### config.mk
export PLATFORM = sky130hd
export DESIGN_NAME = elevator_controller_flat
export DESIGN_NICKNAME = d
export VERILOG_FILES = /design/src/rtl/elevator_if.sv /design/src/rtl/elevator_controller.sv /design/src/flat_wrapper.sv
export SDC_FILE = /design/constraint.sdc
export NUM_CORES = 1
export LEC_CHECK = 0
export CORE_ASPECT_RATIO = 1.2
export CORE_MARGIN = 2
export CORE_UTILIZATION = 50
export CTS_CLUSTER_SIZE = 12
export DETAILED_ROUTE_END_ITERATION = 10
export PLACE_DENSITY_LB_ADDON = 0.12
export SLEW_MARGIN = 40
export SYNTH_ARGS = -nofsm -noshare
export SYNTH_HDL_FRONTEND = slang
export SYNTH_SLANG_ARGS = --single-unit
### constraint.sdc
create_clock -name clk -period 3 [get_ports clk]
set_clock_uncertainty 0.05 [all_clocks]
set_input_delay 0.6 -clock clk [delete_from_list [all_inputs] [get_ports clk]]
set_output_delay 0.6 -clock clk [all_outputs]
set_load 0.01 [all_outputs]
### src/rtl/elevator_if.sv
// Request/status bundle between the elevator controller and its requester.
// The requester drives the strobe and floor; the controller drives everything else.
interface elevator_if #(
    parameter int NUM_FLOORS = 10,
    parameter int FLOOR_W    = 4
);
    logic                  req_valid;
    logic [FLOOR_W-1:0]    req_floor;
    logic [FLOOR_W-1:0]    current_floor;
    logic                  moving_up;
    logic                  moving_down;
    logic                  door_open;
    logic                  arrive;
    logic [NUM_FLOORS-1:0] pending;

    modport master (
        output req_valid, req_floor,
        input  current_floor, moving_up, moving_down, door_open, arrive, pending
    );

    modport slave (
        input  req_valid, req_floor,
        output current_floor, moving_up, moving_down, door_open, arrive, pending
    );
endinterface

### src/rtl/elevator_controller.sv
// Multi-floor elevator controller: latches requests into a pending bitmap and
// serves them with SCAN scheduling, timed door phase and an arrival pulse.
module elevator_controller #(
    parameter int NUM_FLOORS   = 10,
    parameter int FLOOR_W      = 4,
    parameter int TRAVEL_TICKS = 16,
    parameter int DOOR_TICKS   = 8
) (
    input  logic      clk,
    input  logic      reset,
    elevator_if.slave bus
);
    localparam int MAX_TICKS = (TRAVEL_TICKS > DOOR_TICKS) ? TRAVEL_TICKS : DOOR_TICKS;
    localparam int TIMER_W   = (MAX_TICKS > 1) ? $clog2(MAX_TICKS) : 1;
    localparam logic [TIMER_W-1:0] TRAVEL_LAST = TIMER_W'(TRAVEL_TICKS - 1);
    localparam logic [TIMER_W-1:0] DOOR_LAST   = TIMER_W'(DOOR_TICKS - 1);
    localparam logic [FLOOR_W-1:0] TOP_FLOOR   = FLOOR_W'(NUM_FLOORS - 1);

    typedef enum logic [1:0] {IDLE, MOVE_UP, MOVE_DOWN, DOOR_OPEN} state_t;

    state_t                state_q,   state_d;
    logic [FLOOR_W-1:0]    floor_q,   floor_d;
    logic [NUM_FLOORS-1:0] pending_q, pending_d;
    logic [TIMER_W-1:0]    timer_q,   timer_d;
    logic                  last_up_q, last_up_d;
    logic                  arrive_q,  arrive_d;

    logic [NUM_FLOORS-1:0] above_vec, below_vec, cur_onehot, req_vec;
    logic                  any_above, any_below, any_here, door_hit;

    // Per-floor decode; out-of-range request floors match no bit and are dropped.
    genvar gi;
    generate
        for (gi = 0; gi < NUM_FLOORS; gi++) begin : g_floor
            assign above_vec[gi]  = pending_q[gi] && (gi > int'(floor_q));
            assign below_vec[gi]  = pending_q[gi] && (gi < int'(floor_q));
            assign cur_onehot[gi] = (int'(floor_q) == gi);
            assign req_vec[gi]    = bus.req_valid && (int'(bus.req_floor) == gi);
        end
    endgenerate

    assign any_above = |above_vec;
    assign any_below = |below_vec;
    assign any_here  = |(pending_q & cur_onehot);
    assign door_hit  = bus.req_valid && (bus.req_floor == floor_q);

    always_ff @(posedge clk) begin
        if (reset) begin
            state_q   <= IDLE;
            floor_q   <= '0;
            pending_q <= '0;
            timer_q   <= '0;
            last_up_q <= 1'b1;
            arrive_q  <= 1'b0;
        end else begin
            state_q   <= state_d;
            floor_q   <= floor_d;
            pending_q <= pending_d;
            timer_q   <= timer_d;
            last_up_q <= last_up_d;
            arrive_q  <= arrive_d;
        end
    end

    always_comb begin
        state_d   = state_q;
        floor_d   = floor_q;
        timer_d   = timer_q;
        last_up_d = last_up_q;
        unique case (state_q)
            IDLE: begin
                timer_d = '0;
                if (any_here) begin
                    state_d = DOOR_OPEN;
                end else if (any_above && (last_up_q || !any_below)) begin
                    state_d   = MOVE_UP;
                    last_up_d = 1'b1;
                end else if (any_below) begin
                    state_d   = MOVE_DOWN;
                    last_up_d = 1'b0;
                end
            end
            // Timer value 0 is the evaluation cycle that follows every step.
            MOVE_UP: begin
                timer_d = timer_q + TIMER_W'(1);
                if (timer_q == '0 && any_here) begin
                    state_d = DOOR_OPEN;
                    timer_d = '0;
                end else if (timer_q == '0 && !any_above) begin
                    state_d = IDLE;
                    timer_d = '0;
                end else if (timer_q == TRAVEL_LAST) begin
                    timer_d = '0;
                    if (floor_q == TOP_FLOOR) state_d = IDLE;
                    else                      floor_d = floor_q + FLOOR_W'(1);
                end
            end
            MOVE_DOWN: begin
                timer_d = timer_q + TIMER_W'(1);
                if (timer_q == '0 && any_here) begin
                    state_d = DOOR_OPEN;
                    timer_d = '0;
                end else if (timer_q == '0 && !any_below) begin
                    state_d = IDLE;
                    timer_d = '0;
                end else if (timer_q == TRAVEL_LAST) begin
                    timer_d = '0;
                    if (floor_q == '0) state_d = IDLE;
                    else               floor_d = floor_q - FLOOR_W'(1);
                end
            end
            DOOR_OPEN: begin
                timer_d = timer_q + TIMER_W'(1);
                if (door_hit) begin
                    timer_d = '0;
                end else if (timer_q == DOOR_LAST) begin
                    state_d = IDLE;
                    timer_d = '0;
                end
            end
        endcase
    end

    // While the door is (or is about to be) open, the current floor's bit is
    // cleared every cycle, so a same-cycle request for it never survives.
    always_comb begin
        pending_d = pending_q | req_vec;
        if (state_d == DOOR_OPEN) pending_d = pending_d & ~cur_onehot;
        arrive_d  = (state_d == DOOR_OPEN) && (state_q != DOOR_OPEN);

        bus.current_floor = floor_q;
        bus.moving_up     = (state_q == MOVE_UP);
        bus.moving_down   = (state_q == MOVE_DOWN);
        bus.door_open     = (state_q == DOOR_OPEN);
        bus.arrive        = arrive_q;
        bus.pending       = pending_q;
    end
endmodule

### src/flat_wrapper.sv
// flat-port wrapper written by rule: the top's interface ports become plain ports
module elevator_controller_flat 
#(
    parameter int NUM_FLOORS   = 10,
    parameter int FLOOR_W      = 4,
    parameter int TRAVEL_TICKS = 16,
    parameter int DOOR_TICKS   = 8
)
  (clk, reset, bus_req_valid, bus_req_floor, bus_current_floor, bus_moving_up, bus_moving_down, bus_door_open, bus_arrive, bus_pending);
  elevator_if #(.NUM_FLOORS(NUM_FLOORS), .FLOOR_W(FLOOR_W)) bus_i ();
  input  logic clk;
  input  logic reset;
  input wire logic [$bits(bus_i.req_valid)-1:0] bus_req_valid;
  input wire logic [$bits(bus_i.req_floor)-1:0] bus_req_floor;
  output wire logic [$bits(bus_i.current_floor)-1:0] bus_current_floor;
  output wire logic [$bits(bus_i.moving_up)-1:0] bus_moving_up;
  output wire logic [$bits(bus_i.moving_down)-1:0] bus_moving_down;
  output wire logic [$bits(bus_i.door_open)-1:0] bus_door_open;
  output wire logic [$bits(bus_i.arrive)-1:0] bus_arrive;
  output wire logic [$bits(bus_i.pending)-1:0] bus_pending;
  assign bus_i.req_valid = bus_req_valid;
  assign bus_i.req_floor = bus_req_floor;
  assign bus_current_floor = bus_i.current_floor;
  assign bus_moving_up = bus_i.moving_up;
  assign bus_moving_down = bus_i.moving_down;
  assign bus_door_open = bus_i.door_open;
  assign bus_arrive = bus_i.arrive;
  assign bus_pending = bus_i.pending;
  elevator_controller #(.NUM_FLOORS(NUM_FLOORS), .FLOOR_W(FLOOR_W), .TRAVEL_TICKS(TRAVEL_TICKS), .DOOR_TICKS(DOOR_TICKS)) u_core (.clk(clk), .reset(reset), .bus(bus_i));
endmodule
==> flow_summary.toml <==
[yosys]
netlist_area_um2 = 1860
ys.flop_type = "dfxtp_1"
synth_cells = 220
synth_top_family_by_area = "simple AND/OR/NAND/NOR gates"
synth.net_count = 234
synth.distinct_cells = 61
synth_top_area_share_pct = 23.6
synthTopCellsByArea = "dfxtp_1, a31oi_2, ha_1"
yosys.area_share.simple_pct = 29.3
ys_seq_area_share_pct = 23.6
synthAdderAreaFrac_pct = 4.70
ys_ff_latch = 22
synth_area_leader_cell = "dfxtp_1"
synth_edf_count = 0
syn_area_per_cell_um2 = 8.47
synthMuxAreaShare_pct = 1.61
ys_warn_count = 0
synth-compound-area-share_pct = 27.0
async_flop_share_pct = 0
synth-xor-area-share_pct = 4.23

[global_routing]
antenna_found_initial = 0
gr-total-overflow = 0
grt_pass1_wl_um = 7760
grt_use_total_pct = 23.2
grt_pass1_vias = 1631
grt_max_degree = 19

[clock_tree]
cts_tree = "built"
cts_made_buffers = 3
post_cts_buffers = 0
clock_latency_ps = 260
cts_sinks = 22
cts_resized = 0
htree_levels = 1
cts_hold_buf = 0
clk_pin_slew_ps = 90
root_buffer = "clkbuf_8"
clockBufferDepth = 2

[routing]
drt_iter0_drc = 78
num_vias = 1674
antenna_left = 0
firstDrtPassIters = 4
wl_per_cell_um = 16.0
viasPerCell = 6.00
drt-total-wl_um = 4460
drc = 0

[floorplan]
dieArea_um2 = 4230
core-area_um2 = 3600
die_width_um = 59.7
die_h_um = 70.9
ios = 25
num_rows = 24
initial_core_util_pct = 51.7

[worst_hold_path]
min_from = "u_core.timer_q[0]"
min_path_type = "reg -> reg"
min_to = "u_core.timer_q[0]"
holdPathStages = 1

[power]
power_leakage_nw = 0.835
powerDensity_nw_per_um2 = 317
peakVddDrop_mv = 0.307

[timing]
setup_violations = 0
worstMarginPinSlew_ps = 693
rsz0062_at_grt = "false"
max_freq_mhz = 377
finalHoldViolations = 0
slew_headroom_pct = 53.7
finalMaxSlewViolations = 0
hold_ws_ps = 440
period_share_pct = 88.3
period_needed_ps = 2650
finalSetupTns_ps = 0

[worst_setup_path]
r2r_slack_ps = 350
cp_max_fo = 10
critPathMaxStageDelay_ps = 600
arrival_ps = 2790
cpMaxStageDelayCell = "or3_1"
cp_top_family = "simple AND/OR/NAND/NOR gates"
crit_chain = "inv_1 > ha_1 > or3b_1 > a21oi_2 > a2bb2oi_2 > a31oi_1 > or3_1 > a31oi_2"
critPathRequiredTime_ps = 3140
r2r_cells = 8
critPathBufInv = 1
crit_type = "reg -> reg"
r2r_end = "u_core.bus.pending[4]"
start_kind = "flip-flop"
rr_startpoint = "u_core.bus.current_floor[0]"
crit_path_end_kind = "flip-flop"

[placement]
gp_congestion = 0.876
dp_hpwl_um = 3340
io_buffers = 24

[finish]
antenna_cells = 0
fillers = 341
layout-drive-gt1-share_pct = 18.3
syn_to_final_growth_pct = 13.9
seq_area_um2 = 440
multi_input_area_um2 = 1250
layout.nets = 255

[outcome]
outcome = "complete, no violations"

[flow_run]
drv_cap = 0
[logic make-up (layout without fill, tap and decap cells)]
family / count (synthesis) / in the layout
buffers and inverters: 24 / 44
AOI/OAI and AO/OA: 64 / 64
muxes: 3 / 3
and+or+nand+nor: 91 / 91
DFF: 22 / 22
adders and majority gates: 7 / 7
xor gates and xnor gates: 9 / 9
[power by group]
group          internal, mW  switching (mW)  leakage [nW]
combinational        0.0397          0.0530         0.622
clock                 0.178          0.0991        0.0357
sequential            0.295         0.00683         0.178
[sequential cells by signal, summed over array words and instances, names as in the netlist]
name                      count
u_core.bus.pending           10
u_core.bus.current_floor      4
u_core.timer_q                4
u_core.state_q                2
u_core.bus.arrive             1
u_core.last_up_q              1
[cell type report]
class                   instances  share of cell area [%]
clock buffers                   3                    1.95
inverters                      12                    2.12
flip-flops and latches         22                    20.8
repair buffers                 28                    12.7
clock inverters                 1                    1.42
well taps                      39                    2.30
multi-input cells             174                    58.7
[how the worst max path moves through the flow]
stage	end	depth (start not counted)	start
6_report	u_core.bus.pending[4]	8	u_core.bus.current_floor[0]
4_1_cts	u_core.bus.pending[4]	8	u_core.bus.current_floor[0]
3_5_place_dp	u_core.bus.pending[9]	7	bus_req_floor[3]
3_3_place_gp	u_core.bus.pending[0]	7	bus_req_floor[3]
5_1_grt	u_core.state_q[0]	6	u_core.bus.current_floor[2]
2_1_floorplan	u_core.bus.pending[4]	10	u_core.bus.current_floor[1]
[cells in the mapped netlist, types with 2 or more instances]
cell type  instances
xnor2_1            5
or2_1              2
ha_1               7
a2bb2oi_1          2
nand3_1            5
and3_2             8
nor3b_1            3
o2111ai_1          2
mux2i_1            3
xor2_1             4
o21ai_0            5
buf_2              2
a31oi_1            6
inv_1             11
nand2b_1           5
buf_6              4
clkbuf_1           2
o21ai_1            2
nor2b_1            5
nor4_1             3
buf_12             2
a31oi_2           10
or3_1              2
a21oi_1           14
dfxtp_1           22
nor2_1            12
and3_1             2
nor3b_2            2
nand2_1           15
o21bai_1           2
a21o_1             5
nor3_1            10
a221oi_1           2
or2_2              7
[metrics by stage]
stage / total power, mW / util (%) / area [µm²] / setup slack [ps] / instances
floorplan: 0.379 / - / 1860 / 627 / 220
global placement: 0.401 / 56.9 / 2050 / 309 / 275
detailed placement: 0.402 / 56.9 / 2050 / 259 / 275
CTS: 0.681 / 58.9 / 2120 / 358 / 279
global route: 0.701 / 58.9 / 2120 / 167 / 279
finish: 0.672 / 58.9 / 2120 / 350 / 279
[routing by layer]
metal | global-route usage, % | share of wire (%) | vias up
met5 | 0 | 0 | -
met4 | 9.38 | 3.1 | 0
met3 | 2.93 | 3.7 | 15
met2 | 37.4 | 48 | 43
met1 | 30.8 | 45 | 769
li1 | - | - | 847
[cells in the final DEF, fill, tap and decap left out, types with 6 or more instances in the layout]
cell type,synthesis,layout
a21oi_1,14,14
a31oi_1,6,6
a31oi_2,10,10
and3_2,8,8
clkdlybuf4s50_1,0,24
dfxtp_1,22,22
ha_1,7,7
inv_1,11,11
nand2_1,15,15
nor2_1,12,12
nor3_1,10,10
or2_2,7,7
(Power assumes the default switching activity.)
